$ cat config.mk
export PLATFORM = sky130hd
export DESIGN_NAME = hack_ctrl_flat
export DESIGN_NICKNAME = d
export VERILOG_FILES = /design/src/rtl/hack_ctrl_if.sv /design/src/rtl/hack_ctrl.sv /design/src/flat_wrapper.sv
export SDC_FILE = /design/constraint.sdc
export NUM_CORES = 1
export LEC_CHECK = 0
export CAP_MARGIN = 20
export CORE_MARGIN = 5
export CORE_UTILIZATION = 49
export CTS_CLUSTER_SIZE = 25
export DETAILED_ROUTE_END_ITERATION = 16
export GPL_ROUTABILITY_DRIVEN = 0
export PLACE_DENSITY = 0.85
export SETUP_SLACK_MARGIN = 0.05
export SLEW_MARGIN = 20
export SYNTH_ARGS = -nofsm -noshare
export SYNTH_HDL_FRONTEND = slang
export SYNTH_SLANG_ARGS = --single-unit
$ cat constraint.sdc
create_clock -name clk -period 4.9 [get_ports clk]
set_input_delay 0.98 -clock clk [delete_from_list [all_inputs] [get_ports clk]]
set_output_delay 0.98 -clock clk [all_outputs]
set_load 0.02 [all_outputs]
$ cat src/rtl/hack_ctrl_if.sv
// Controller-side bundle: fetch port, data memory port, ALU controls and register strobes.
interface hack_ctrl_if;
  logic        instr_req;
  logic        instr_ack;
  logic [15:0] instr;
  logic [14:0] pc;
  logic [14:0] a_val;
  logic        mem_req;
  logic        mem_we;
  logic        mem_ack;
  logic        m_load;
  logic        zx, nx, zy, ny, f, no;
  logic        alu_am;
  logic        alu_zr, alu_ng;
  logic        load_a;
  logic        a_sel;
  logic        load_d;

  modport master (
    output instr_req, pc, mem_req, mem_we, m_load,
           zx, nx, zy, ny, f, no, alu_am, load_a, a_sel, load_d,
    input  instr_ack, instr, a_val, mem_ack, alu_zr, alu_ng
  );

  modport slave (
    input  instr_req, pc, mem_req, mem_we, m_load,
           zx, nx, zy, ny, f, no, alu_am, load_a, a_sel, load_d,
    output instr_ack, instr, a_val, mem_ack, alu_zr, alu_ng
  );
endinterface

$ cat src/rtl/hack_ctrl.sv
// Hack CPU sequencer: fetch, optional M read, execute, optional M write, commit.
module hack_ctrl (
  input  logic         clk,
  input  logic         reset,
  hack_ctrl_if.master  bus
);

  typedef enum logic [2:0] {
    FETCH, DECODE, MEM_RD, EXEC, MEM_WR, COMMIT
  } state_e;

  state_e      state_q, state_d;
  logic [14:0] pc_q, pc_d;
  logic [15:0] ir_q, ir_d;
  logic        zr_q, zr_d;
  logic        ng_q, ng_d;
  logic [14:0] pc_inc;
  logic        jump;
  logic        unused_ir_bits;

  // ir[14:13] are don't-care bits of a C-instruction
  assign unused_ir_bits = ^ir_q[14:13];

  // 15-bit add wraps 0x7FFF -> 0x0000 on its own
  assign pc_inc = pc_q + 15'd1;
  assign jump   = (ir_q[2] & ng_q) | (ir_q[1] & zr_q) | (ir_q[0] & ~ng_q & ~zr_q);

  // State and architectural registers, asynchronously cleared
  always_ff @(posedge clk or posedge reset) begin
    if (reset) begin
      state_q <= FETCH;
      pc_q    <= '0;
      ir_q    <= '0;
      zr_q    <= 1'b0;
      ng_q    <= 1'b0;
    end else begin
      state_q <= state_d;
      pc_q    <= pc_d;
      ir_q    <= ir_d;
      zr_q    <= zr_d;
      ng_q    <= ng_d;
    end
  end

  // Next-state, instruction capture, flag latch and pc update
  always_comb begin
    state_d = state_q;
    pc_d    = pc_q;
    ir_d    = ir_q;
    zr_d    = zr_q;
    ng_d    = ng_q;
    unique case (state_q)
      FETCH: begin
        if (bus.instr_ack) begin
          ir_d    = bus.instr;
          state_d = DECODE;
        end
      end
      DECODE: begin
        if (!ir_q[15]) begin
          pc_d    = pc_inc;
          state_d = FETCH;
        end else begin
          state_d = ir_q[12] ? MEM_RD : EXEC;
        end
      end
      MEM_RD: begin
        if (bus.mem_ack) state_d = EXEC;
      end
      EXEC: begin
        zr_d    = bus.alu_zr;
        ng_d    = bus.alu_ng;
        state_d = ir_q[3] ? MEM_WR : COMMIT;
      end
      MEM_WR: begin
        if (bus.mem_ack) state_d = COMMIT;
      end
      COMMIT: begin
        // a_val here is still the old A; the A write lands on this same edge
        pc_d    = jump ? bus.a_val : pc_inc;
        state_d = FETCH;
      end
      default: state_d = FETCH;
    endcase
  end

  // Strobes, requests and ALU controls; everything forced low while reset is high
  always_comb begin
    bus.instr_req = 1'b0;
    bus.mem_req   = 1'b0;
    bus.mem_we    = 1'b0;
    bus.m_load    = 1'b0;
    bus.load_a    = 1'b0;
    bus.a_sel     = 1'b0;
    bus.load_d    = 1'b0;
    if (!reset) begin
      unique case (state_q)
        FETCH:  bus.instr_req = 1'b1;
        DECODE: bus.load_a    = ~ir_q[15];
        MEM_RD: begin
          bus.mem_req = 1'b1;
          bus.m_load  = bus.mem_ack;
        end
        MEM_WR: begin
          bus.mem_req = 1'b1;
          bus.mem_we  = 1'b1;
        end
        COMMIT: begin
          bus.load_a = ir_q[5];
          bus.a_sel  = 1'b1;
          bus.load_d = ir_q[4];
        end
        default: ;
      endcase
    end
    bus.pc = pc_q;
    {bus.zx, bus.nx, bus.zy, bus.ny, bus.f, bus.no} = ir_q[15] ? ir_q[11:6] : 6'b0;
    bus.alu_am = ir_q[15] & ir_q[12];
  end

endmodule

$ cat src/flat_wrapper.sv
// flat-port wrapper written by rule: the top's interface ports become plain ports
module hack_ctrl_flat 
  (clk, reset, bus_instr_req, bus_pc, bus_mem_req, bus_mem_we, bus_m_load, bus_zx, bus_nx, bus_zy, bus_ny, bus_f, bus_no, bus_alu_am, bus_load_a, bus_a_sel, bus_load_d, bus_instr_ack, bus_instr, bus_a_val, bus_mem_ack, bus_alu_zr, bus_alu_ng);
  hack_ctrl_if bus_i ();
  input  logic clk;
  input  logic reset;
  output wire logic [$bits(bus_i.instr_req)-1:0] bus_instr_req;
  output wire logic [$bits(bus_i.pc)-1:0] bus_pc;
  output wire logic [$bits(bus_i.mem_req)-1:0] bus_mem_req;
  output wire logic [$bits(bus_i.mem_we)-1:0] bus_mem_we;
  output wire logic [$bits(bus_i.m_load)-1:0] bus_m_load;
  output wire logic [$bits(bus_i.zx)-1:0] bus_zx;
  output wire logic [$bits(bus_i.nx)-1:0] bus_nx;
  output wire logic [$bits(bus_i.zy)-1:0] bus_zy;
  output wire logic [$bits(bus_i.ny)-1:0] bus_ny;
  output wire logic [$bits(bus_i.f)-1:0] bus_f;
  output wire logic [$bits(bus_i.no)-1:0] bus_no;
  output wire logic [$bits(bus_i.alu_am)-1:0] bus_alu_am;
  output wire logic [$bits(bus_i.load_a)-1:0] bus_load_a;
  output wire logic [$bits(bus_i.a_sel)-1:0] bus_a_sel;
  output wire logic [$bits(bus_i.load_d)-1:0] bus_load_d;
  input wire logic [$bits(bus_i.instr_ack)-1:0] bus_instr_ack;
  input wire logic [$bits(bus_i.instr)-1:0] bus_instr;
  input wire logic [$bits(bus_i.a_val)-1:0] bus_a_val;
  input wire logic [$bits(bus_i.mem_ack)-1:0] bus_mem_ack;
  input wire logic [$bits(bus_i.alu_zr)-1:0] bus_alu_zr;
  input wire logic [$bits(bus_i.alu_ng)-1:0] bus_alu_ng;
  assign bus_instr_req = bus_i.instr_req;
  assign bus_pc = bus_i.pc;
  assign bus_mem_req = bus_i.mem_req;
  assign bus_mem_we = bus_i.mem_we;
  assign bus_m_load = bus_i.m_load;
  assign bus_zx = bus_i.zx;
  assign bus_nx = bus_i.nx;
  assign bus_zy = bus_i.zy;
  assign bus_ny = bus_i.ny;
  assign bus_f = bus_i.f;
  assign bus_no = bus_i.no;
  assign bus_alu_am = bus_i.alu_am;
  assign bus_load_a = bus_i.load_a;
  assign bus_a_sel = bus_i.a_sel;
  assign bus_load_d = bus_i.load_d;
  assign bus_i.instr_ack = bus_instr_ack;
  assign bus_i.instr = bus_instr;
  assign bus_i.a_val = bus_a_val;
  assign bus_i.mem_ack = bus_mem_ack;
  assign bus_i.alu_zr = bus_alu_zr;
  assign bus_i.alu_ng = bus_alu_ng;
  hack_ctrl u_core (.clk(clk), .reset(reset), .bus(bus_i));
endmodule
# After elaboration in Yosys (flattened, before gate mapping)
# Cells that the tools add are included.
dict set report classes {
  n_eq_ne 9
  reduce_logical 6
  n_div 0
  n_mux 25
  n_bitwise 10
  shift 0
  addsub 1
  order_cmp 0
  mul 0
}
# operator count
set ops {}
lappend ops {{two-way mux 15 bit} 2}
lappend ops {{one-hot mux 15 bit (2 select lines)} 1}
lappend ops {{adder 15 x 1 -> 15 bit (second input constant)} 1}
lappend ops {{two-way mux 1 bit} 15}
lappend ops {{one-hot mux 3 bit (5 select lines)} 1}
lappend ops {{two-way mux 3 bit} 4}
lappend ops {{inequality test 2 bit (second input constant)} 4}
lappend ops {{equality test 3 x 2 -> 1 bit (second input constant)} 2}
lappend ops {{equality test 3 bit (second input constant)} 2}
lappend ops {{two-way mux 6 bit} 1}
lappend ops {{AND 1 bit} 5}
lappend ops {{AND reduction 2 bit} 2}
lappend ops {{equality test 3 x 1 -> 1 bit (second input constant)} 1}
lappend ops {{logical NOT 3 bit} 1}
lappend ops {{inverter 1 bit} 3}
lappend ops {{AND reduction 3 bit} 1}
lappend ops {{bitwise OR 1 bit} 2}
lappend ops {{one-hot mux 1 bit (2 select lines)} 1}
lappend ops {{nonzero test 2 bit} 1}
lappend ops {{OR reduction 2 bit} 1}
dict set report totals {
  memories 0
  in_bits 37
  romBits 0
  ff_bits 36
  word_cells 56
  out_inout_bits 29
  latchBits 0
  mem_bits_rw 0
}

# Logic depth before layout (Yosys ltp)
# Gate-level depths: netlist of the first run.
dict set report depth {
  depth_word 6
  depth_mapped 6
  depth_no_buf 5
}

# Worst setup path after synthesis of the first run
# Ideal clock, no wire load.
dict set report synth_path {
  path_type {input -> output}
  from {input port reset}
  to {output port bus_load_d}
  path_stages 4
  t_required_ns 3.920
  path_slack_ns 1.407
  n_path_buf 0
  arrival_time_ns 2.513
  cell_sequence {inv_1 nand2_1 nor2_1 and2_1}
}
dict set report synth_between {
  elab_chain_len 1
}
# item line_no
set synth_rtl {}
lappend synth_rtl {{start, declared} flat_wrapper.sv:6} ;# input logic reset;
lappend synth_rtl {{two-way mux 1 bit} hack_ctrl.sv:96} ;# if (!reset) begin
lappend synth_rtl {{end, declared} flat_wrapper.sv:21} ;# output wire logic [$bits(bus_i.load_d)-1:0] bus_load_d;
# Every way passes these cells.

# Worst setup path in the final report of the first run
# Same ends and word-level chain as after synthesis.

==> results by group, run 1 <==
Clocking
  – Maximum clock path buffer count: 2
  – Post-CTS setup buffer count: 0
  – CTS resizes: 0
  – Clk_lat worst skew: 0.29 ns
  – CTS buffer count: 5
  – Hold buffers post-CTS: 0
  – Clk sinks: 34
  – CTS tree: built
  – Reg clk slew, reported paths: 0.07 ns
  – Clock Root Buffer: clkbuf_8
  – H-tree levels: 2

Layout
  – Fin nets: 293
  – Layout cells sized above 1: 0.0625
  – Antenna diodes: 0
  – Area delta synth->final: 37.8%
  – Final design utilization: 0.684

Power and ir drop
  – Max VDD drop: 0.000373 V
  – Power Total: 0.00145 W
  – Power per Cell Area: 539 mW/mm²
  – LEAKAGE: 1.14 nW

Synthesis
  – Yosys reg bits: 34
  – Synth area leader: dfrtp_1
  – Post-Synthesis Cells: 196
  – Syn. warnings: 0
  – Mapped Nets: 234
  – Synth area leaders: dfrtp_1 43%, mux2_1 8.1%, mux2i_1 6.1%
  – Count leader, synth: dfrtp_1
  – Ys flop type: dfrtp_1
  – Synth cell count leaders: 34 x dfrtp_1, 16 x a21oi_1, 15 x nand2_1
  – Synth top area share: 0.435
  – Number of enable flip-flop cells after synthesis: 0
  – Syn Area/Cell: 9.98 µm²
  – Sequential element share of the synthesized area: 0.435
  – Post-synthesis async set-or-reset flop share: 1.00
  – Area of the mapped netlist: 0.00196 mm²
  – Count of cell types in the netlist: 39

Worst hold path
  – Hold WC Path Type: register to register
  – Hold Crit Depth: 1

Die
  – Die Wd: 73.2 µm
  – Row cnt: 23
  – Die Ht: 73.2 µm
  – Core area: 0.00394 mm²
  – Die area: 0.00536 mm²
  – Initial Util: 0.496
  – Num ports: 66

Routing
  – Wirelength per Cell: 15.3 µm
  – Number of nets with antenna violations after routing: 0
  – Total vias in the final route: 1728
  – First-pass detailed-route iteration total: 4
  – Total routed wirelength: 4690 µm
  – Via density: 5.65
  – Starting DRT DRC Count: 236
  – DRC: 0

STA
  – Least-Margin Pin Slew: 0.979 ns
  – RSZ-0062 raised after global routing: false
  – Tmin final: 3.81 ns
  – Post-Route Setup TNS: 0 ns
  – Fmax: 262 MHz
  – Worst Skew: 0.00615 ns
  – Final setup violation count: 0
  – Max-slew violations: 0
  – Relative slew margins: 0.345
  – Tcrit/Tclk final: 0.778
  – Fin. Hold Viols: 0

Critical path
  – Worst r2r path cells: 2
  – Crit-path max FO: 13
  – Worst Setup Path Type: input port to primary output
  – CP Data Required Time: 3.92 ns
  – CP Capture Type: primary output
  – Arr. time, crit path: 2.83 ns
  – Startpoint type of the worst setup path: input port

Placement
  – Port buffer count: 63
  – Final HPWL DP: 3430 µm

Global routing
  – Initial antenna violation count: 0
  – Vias in the first global route: 1687
  – Gr usage total: 0.188
  – Grt total ovfl: 0
  – First-pass GRT wire length: 7790 µm
  – Largest net degree at the start of global routing: 32

Job
  – Max cap viols: 0

Outcome
  – Status: complete, no violations
metal layers:
layer | vias up | global-route usage | part of all wire
met5 | - | 0 | 0
met4 | 0 | 0.0635 | 0.013
met3 | 6 | 0.0427 | 0.067
met2 | 68 | 0.312 | 0.50
met1 | 819 | 0.239 | 0.41
li1 | 835 | - | -
sequential cells by signal, summed over array words and instances (netlist names):
name            flops
u_core.zr_q         1
u_core.bus.pc      15
u_core.state_q      3
u_core.ng_q         1
u_core.ir_q        14
metrics by stage:
| step | hold slack, ns | instances | area [µm²] | worst slack, ns |
|---|---|---|---|---|
| final | 0.477 | 306 | 2700 | 1.09 |
| after detailed placement | 0.467 | 298 | 2600 | 1.05 |
| after CTS | 0.482 | 306 | 2690 | 1.05 |
| after floorplan | 0.449 | 196 | 1960 | 1.41 |
| after global routing | 0.501 | 306 | 2700 | 0.920 |
| after global placement | 0.458 | 298 | 2600 | 1.07 |
power breakdown:
group	switching, W	internal [W]	leakage, nW
clock network	0.0000995	0.000113	0.0482
logic	0.000336	0.000342	0.669
registers	0.000153	0.000411	0.419
final timing paths:
path                                    from               to  slack (ns)
setup / recovery                       reset       bus_load_d        1.09
hold / removal               u_core.ir_q[10]  u_core.ir_q[10]        0.48
setup reg to reg           u_core.state_q[0]   u_core.ir_q[5]        2.92
hold reg to reg              u_core.ir_q[10]  u_core.ir_q[10]        0.48
max in group asynchronous              reset   u_core.ir_q[0]        3.24
min in group asynchronous              reset   u_core.ir_q[3]        1.08
worst max-delay path, stage by stage:
cell	delay, ns
clkdlybuf4s50_1	0.45
inv_1	0.38
nand2_1	0.13
nor2_1	0.16
and2_1	0.14
clkdlybuf4s50_1	0.59
layout make-up:
type,count,area (µm²)
well taps,50,62.6
clock buffers,7,86.3
multi-input cells,140,1000
inverters,7,26.3
flip-flops and latches,34,851
fillers,338,1250
repair buffers,67,661
clock inverters,1,5.00
cells in the final DEF, fill, tap and decap left out, types with 2 or more instances in the layout:
master	netlist	final
or3_1	2	2
and3_1	3	3
buf_4	2	4
o211ai_1	2	2
a21oi_1	16	15
o21ai_0	3	3
nand2b_1	2	2
mux2_1	14	14
clkbuf_8	0	6
nand2_1	15	15
nand4_1	10	10
o21ai_1	4	4
nor2_1	5	5
dfrtp_1	34	34
inv_1	6	6
nor2b_1	5	5
mux2i_1	12	12
a2bb2oi_1	11	11
nand3_1	7	7
and4_1	2	2
nor4_1	2	2
or4_1	2	2
clkdlybuf4s50_1	0	63
and2_1	10	10
nor3_1	2	2
cell families after synthesis:
group / Yosys count / share of synthesized area
fa+ha+maj: 1 / 0.00639
flops: 34 / 0.435
compound gates: 41 / 0.141
mux: 26 / 0.142
buf+inv: 22 / 0.0537
simple gates: 72 / 0.223
(Power assumes the default switching activity.)
==> run 2, diff against run 1 <==
Settings changed: CORE_UTILIZATION 49 to 46, PLACE_DENSITY 0.85 to 0.81.
Clock period 4.9 ns to 4 ns, I/O delays scaled along.
==> run 2 against run 1 <==
Total power rose by 21%. Worst setup slack got worse by 0.28 ns. Count of clock-buffer cells in the layout did not move. Sequential share of layout area rose by 0.088 points. Worst hold slack improved by 0.0046 ns. Wire length rose by 2.1%. Global-route usage fell by 0.47 points. Largest cell class unchanged. Final area fell by 0.28%. Clock skew rose by 0.0031 ns. Sequential power rose by 23%. Combinational power rose by 22%.
==> results by group, run 2 (synthesized netlist as in run 1, its figures left out) <==
Layout
  – Layout cells sized above 1: 0.0586 (was 0.0625)
  – Antenna diodes: 0 (unchanged)
  – Highest-count cells in the layout ignoring fill and taps: 63 x clkdlybuf4s50_1, 34 x dfrtp_1, 15 x a21oi_1, 15 x nand2_1, 14 x mux2_1 (unchanged)
  – Max reg flops: 15 (unchanged)
  – Cell area after layout: 0.00269 mm² (was 0.00270 mm²)
  – Fin nets: 294 (was 293)
  – Commonest non-fill, non-tap cell in the layout: clkdlybuf4s50_1 (unchanged)
  – Area delta synth->final: 37.4% (was 37.8%)

Die
  – Die area: 0.00566 mm² (was 0.00536 mm²)
  – Die Wd: 75.2 µm (was 73.2 µm)
  – Row cnt: 23 (unchanged)
  – Die Ht: 75.2 µm (was 73.2 µm)
  – Num ports: 66 (unchanged)
  – Initial Util: 0.482 (was 0.496)
  – Core area: 0.00406 mm² (was 0.00394 mm²)

Global routing
  – Largest net degree at the start of global routing: 25 (was 32)
  – Vias in the first global route: 1662 (was 1687)
  – Grt total ovfl: 0 (unchanged)
  – Gr usage total: 0.183 (was 0.188)
  – Initial antenna violation count: 0 (unchanged)
  – First-pass GRT wire length: 7840 µm (was 7790 µm)

STA
  – Post-Route Setup TNS: 0 ns (unchanged)
  – Fin. Hold Viols: 0 (unchanged)
  – Least-Margin Pin Slew: 1.01 ns (was 0.979 ns)
  – Fmax: 313 MHz
  – RSZ-0062 raised after global routing: false (unchanged)
  – Max-slew violations: 0 (unchanged)
  – Tcrit/Tclk final: 0.798
  – Final setup violation count: 0 (unchanged)
  – Relative slew margins: 0.326 (was 0.345)
  – Tmin final: 3.19 ns
  – Worst Skew: 0.00923 ns (was 0.00615 ns)
  – Setup WS post-layout: 0.807 ns (was 1.09 ns)

Worst hold path
  – Hold WC Path Type: register to register (unchanged)
  – Hold_sp: u_core.ir_q[9] (was u_core.ir_q[10])

Critical path
  – Arr. time, crit path: 2.39 ns (was 2.83 ns)
  – Worst Setup Path Type: input port to primary output (unchanged)
  – Most frequent CP cell: clkdlybuf4s50_1 (unchanged)
  – CP cell instances: clkdlybuf4s50_1 > inv_1 > nand2_1 > nor2_1 > and2_1 > clkdlybuf4s50_1 (unchanged)
  – Worst r2r path cells: 5 (was 2)
  – Start point of the critical path: reset (unchanged)
  – CP Data Required Time: 3.20 ns (was 3.92 ns)
  – Worst setup endpoint: bus_load_d (unchanged)
  – Worst r2r src: u_core.ng_q (was u_core.state_q[0])
  – Flop-to-flop setup slack: 1.93 ns (was 2.92 ns)
  – Slowest CP cell: clkdlybuf4s50_1 (unchanged)
  – R2R Path End: u_core.bus.pc[11] (was u_core.ir_q[5])
  – Startpoint type of the worst setup path: input port (unchanged)
  – CP max stage delay: 0.60 ns (was 0.59 ns)
  – Crit-path max FO: 4 (was 13)
  – CP Capture Type: primary output (unchanged)

Power and ir drop
  – Max VDD drop: 0.000348 V (was 0.000373 V)
  – Power per Cell Area: 656 mW/mm² (was 539 mW/mm²)
  – LEAKAGE: 1.13 nW (was 1.14 nW)
  – Power Total: 0.00176 W (was 0.00145 W)

Clocking
  – H-tree levels: 2 (unchanged)
  – Post-CTS setup buffer count: 0 (unchanged)
  – CTS tree: built (unchanged)
  – Clock Root Buffer: clkbuf_8 (unchanged)
  – Reg clk slew, reported paths: 0.06 ns (was 0.07 ns)
  – Hold buffers post-CTS: 0 (unchanged)
  – CTS buffer count: 5 (unchanged)
  – CTS resizes: 0 (unchanged)
  – Clk sinks: 34 (unchanged)
  – Clk_lat worst skew: 0.28 ns (was 0.29 ns)
  – Maximum clock path buffer count: 2 (unchanged)

Routing
  – Wirelength per Cell: 15.7 µm (was 15.3 µm)
  – Starting DRT DRC Count: 129 (was 236)
  – First-pass detailed-route iteration total: 4 (unchanged)
  – DRC: 0 (unchanged)
  – Total vias in the final route: 1758 (was 1728)
  – Number of nets with antenna violations after routing: 0 (unchanged)
  – Total routed wirelength: 4790 µm (was 4690 µm)
  – Via density: 5.75 (was 5.65)

Placement
  – Final HPWL DP: 3490 µm (was 3430 µm)
  – DP Worst Slack: 0.799 ns (was 1.05 ns)
  – Cell Area, Placed: 0.00260 mm² (unchanged)
  – Port buffer count: 63 (unchanged)

Outcome
  – Status: complete, no violations (unchanged)

Job
  – Max cap viols: 0 (unchanged)
## run 2: cell types whose count changed in the layout (fill, tap and decap cells not counted)
cell and change:
clkbuf_1 +1, clkinv_2 -1, clkbuf_8 -1, buf_4 +1
## run 2: cell type report
| cell class | count | area, µm² |
|---|---|---|
| Inverter | 7 | 26.3 |
| Clock buffer | 7 | 76.3 |
| Tap cell | 50 | 62.6 |
| Timing Repair Buffer | 68 | 668 |
| Sequential cell | 34 | 851 |
| Fill cell | 341 | 1370 |
| Multi-Input combinational cell | 140 | 1000 |
## run 2: critical path, delay by kind of cell
kind / cells / cell delay, ns
simple gates: 3 / 0.41
buf+inv: 3 / 1.18
## run 2: worst min path at each step
stage / endpoint / cells after the start
final: u_core.ir_q[9] / 1
after global routing: u_core.ir_q[6] / 1
after CTS: u_core.ir_q[9] / 1
after detailed placement: u_core.ir_q[9] / 1
after global placement: u_core.ir_q[9] / 1
after floorplan: u_core.ir_q[4] / 1
## run 2: layer usage
layer	up-vias	GRT usage	wire length [µm]
met5	-	0	0
met4	0	0.0621	49
met3	4	0.0494	365
met2	58	0.291	2290
met1	853	0.242	2090
li1	843	-	-
## run 2: power breakdown
part / total [W] / leakage (nW) / internal, W / switching, W
Clock: 0.000237 / 0.0383 / 0.000120 / 0.000117
Combinational: 0.000830 / 0.673 / 0.000420 / 0.000410
Sequential: 0.000696 / 0.419 / 0.000503 / 0.000193
Total: 0.00176 / 1.13 / 0.00104 / 0.000721
## run 2: stage by stage
stage / cells / hold slack [ns] / utilization
2_1_floorplan: 196 / 0.449 / -
3_3_place_gp: 298 / 0.459 / 0.641
3_5_place_dp: 298 / 0.470 / 0.641
4_1_cts: 305 / 0.484 / 0.660
5_1_grt: 306 / 0.507 / 0.663
6_report: 306 / 0.481 / 0.663
==> run 3, diff against run 2 <==
Settings changed: CORE_UTILIZATION 46 to 41, PLACE_DENSITY 0.81 to 0.76.
Clock period 4 ns to 2.83 ns, I/O delays scaled along.
==> run 3 against run 2 <==
Critical endpoint is now bus_a_sel. Clock skew up 0.0020 ns. Critical path type unchanged. First-iteration DRC count decreased by 54%. Final area increased by 0.98%. Largest power group unchanged.
==> results by group, run 3 (synthesized netlist as in run 1, its figures left out) <==
Routing
  – Total routed wirelength: 4770 µm (was 4790 µm)
  – First-pass detailed-route iteration total: 4 (unchanged)
  – Via density: 5.53 (was 5.75)
  – Total vias in the final route: 1724 (was 1758)
  – DRC: 0 (unchanged)
  – Wirelength per Cell: 15.3 µm (was 15.7 µm)
  – Starting DRT DRC Count: 59 (was 129)
  – Number of nets with antenna violations after routing: 0 (unchanged)

Global routing
  – Gr usage total: 0.159 (was 0.183)
  – Vias in the first global route: 1753 (was 1662)
  – Grt total ovfl: 0 (unchanged)
  – Initial antenna violation count: 0 (unchanged)
  – First-pass GRT wire length: 8000 µm (was 7840 µm)
  – Largest net degree at the start of global routing: 31 (was 25)

Worst hold path
  – Hold WC Path Type: register to register (unchanged)
  – Hold_sp: u_core.ir_q[10] (was u_core.ir_q[9])
  – Hold Crit Depth: 1 (unchanged)
  – Min-Delay Endpoint: u_core.ir_q[10] (was u_core.ir_q[9])

Power and ir drop
  – LEAKAGE: 1.17 nW (was 1.13 nW)
  – Max VDD drop: 0.000432 V (was 0.000348 V)
  – Power per Cell Area: 932 mW/mm² (was 656 mW/mm²)
  – Power Total: 0.00253 W (was 0.00176 W)

STA
  – Setup WS post-layout: 0.194 ns (was 0.807 ns)
  – Worst Skew: 0.0113 ns (was 0.00923 ns)
  – Post-Route Setup TNS: 0 ns (unchanged)
  – RSZ-0062 raised after global routing: false (unchanged)
  – Fin. Hold Viols: 0 (unchanged)
  – Tcrit/Tclk final: 0.931
  – Least-Margin Pin Slew: 0.516 ns (was 1.01 ns)
  – Tmin final: 2.64 ns
  – Relative slew margins: 0.655 (was 0.326)
  – Final setup violation count: 0 (unchanged)
  – Max-slew violations: 0 (unchanged)
  – Fmax: 379 MHz

Clocking
  – CTS buffer count: 5 (unchanged)
  – CTS tree: built (unchanged)
  – Clk sinks: 34 (unchanged)
  – Clk_lat worst skew: 0.29 ns (was 0.28 ns)
  – H-tree levels: 2 (unchanged)
  – Clock Root Buffer: clkbuf_8 (unchanged)
  – Hold buffers post-CTS: 0 (unchanged)
  – Maximum clock path buffer count: 2 (unchanged)
  – Post-CTS setup buffer count: 0 (unchanged)
  – Reg clk slew, reported paths: 0.06 ns (about the same)

Die
  – Row cnt: 25 (was 23)
  – Core area: 0.00469 mm² (was 0.00406 mm²)
  – Die area: 0.00625 mm² (was 0.00566 mm²)
  – Die Ht: 79.1 µm (was 75.2 µm)
  – Initial Util: 0.417 (was 0.482)
  – Num ports: 66 (unchanged)
  – Die Wd: 79.1 µm (was 75.2 µm)

Layout
  – Final design utilization: 0.579 (was 0.663)
  – FF/Latch Area: 851 µm² (unchanged)
  – Layout cells sized above 1: 0.0659 (was 0.0586)
  – Fin nets: 295 (was 294)
  – Max reg flops: 15 (unchanged)
  – Highest-count cells in the layout ignoring fill and taps: 62 x clkdlybuf4s50_1, 34 x dfrtp_1, 16 x a21oi_1, 15 x nand2_1, 14 x mux2_1 (was 63 x clkdlybuf4s50_1, 34 x dfrtp_1, 15 x a21oi_1, 15 x nand2_1, 14 x mux2_1)
  – Commonest non-fill, non-tap cell in the layout: clkdlybuf4s50_1 (unchanged)
  – Antenna diodes: 0 (unchanged)
  – Fillers: 433 (was 341)
  – Area taken by multi-input logic gates: 0.00100 mm² (about the same)
  – Area delta synth->final: 38.7% (was 37.4%)

Critical path
  – Worst r2r path cells: 5 (unchanged)
  – CP Data Required Time: 2.26 ns (was 3.20 ns)
  – Startpoint type of the worst setup path: input port (unchanged)
  – R2R Path End: u_core.bus.pc[11] (unchanged)
  – CP max stage delay: 0.64 ns (was 0.60 ns)
  – Worst r2r src: u_core.state_q[0] (was u_core.ng_q)
  – Crit-path max FO: 4 (unchanged)
  – Start point of the critical path: reset (unchanged)
  – Arr. time, crit path: 2.07 ns (was 2.39 ns)
  – Flop-to-flop setup slack: 0.92 ns (was 1.93 ns)
  – CP Capture Type: primary output (unchanged)
  – Most frequent CP cell: clkdlybuf4s50_1 (unchanged)
  – Worst Setup Path Type: input port to primary output (unchanged)
  – CP cell instances: clkdlybuf4s50_1 > inv_1 > nand2_1 > nor2_1 > clkdlybuf4s50_1 (was clkdlybuf4s50_1 > inv_1 > nand2_1 > nor2_1 > and2_1 > clkdlybuf4s50_1)
  – Slowest CP cell: clkdlybuf4s50_1 (unchanged)

Placement
  – Port buffer count: 63 (unchanged)
  – DP Worst Slack: 0.0998 ns (was 0.799 ns)
  – Final HPWL DP: 3430 µm (was 3490 µm)

Job
  – Max cap viols: 0 (unchanged)

Outcome
  – Status: complete, no violations (unchanged)
## run 3: cell types whose count changed in the layout (fill, tap and decap cells not counted), sizes merged
cell,change
buf,+1
clkdlybuf4s50,-1
clkinv,+1
dlymetal6s2s,+1
## run 3: worst max-delay path, delay by kind of cell
kind | cells | cell delay, ns
buffers and inverters | 3 | 1.24
AND/OR/NAND/NOR | 2 | 0.26
## run 3: how the worst max path moves through the flow
stage / slack [ns] / endpoint
finish: 0.19 / bus_a_sel
global route: 0.11 / bus_a_sel
CTS: 0.09 / bus_load_d
detailed placement: 0.1 / bus_load_d
global placement: 0.14 / bus_load_d
floorplan: 0.16 / bus_load_d
## run 3: repair_timing
action	in CTS	in global routing
setup endpoints to repair	0	1
hold endpoints to repair	0	0
resized for setup	0	1
## run 3: layer usage
| layer | share of wire | wire length (µm) | global-route usage | vias up |
|---|---|---|---|---|
| li1 | - | - | - | 842 |
| met4 | 0.0073 | 35 | 0.0464 | 0 |
| met1 | 0.46 | 2190 | 0.198 | 817 |
| met3 | 0.074 | 351 | 0.0488 | 6 |
| met2 | 0.46 | 2190 | 0.264 | 59 |
| met5 | 0 | 0 | 0 | - |
## run 3: area by class of cell
class	instances	share of cell area
inverters	7	0.00968
well taps	54	0.0249
multi-input cells	140	0.369
clock buffers	7	0.0318
flip-flops and latches	34	0.313
clock inverters	1	0.00184
repair buffers	69	0.250
## run 3: power by group
group | switching (W) | internal [W] | leakage [nW]
logic | 0.000577 | 0.000605 | 0.698
clock network | 0.000173 | 0.000196 | 0.0482
registers | 0.000268 | 0.000711 | 0.419
## run 3: metrics by stage
stage	hold WS (ns)	std cells	area [µm²]
5_1_grt	0.496	312	2720
3_5_place_dp	0.469	304	2620
4_1_cts	0.482	312	2710
6_report	0.475	312	2720
3_3_place_gp	0.459	304	2620
2_1_floorplan	0.449	196	1960
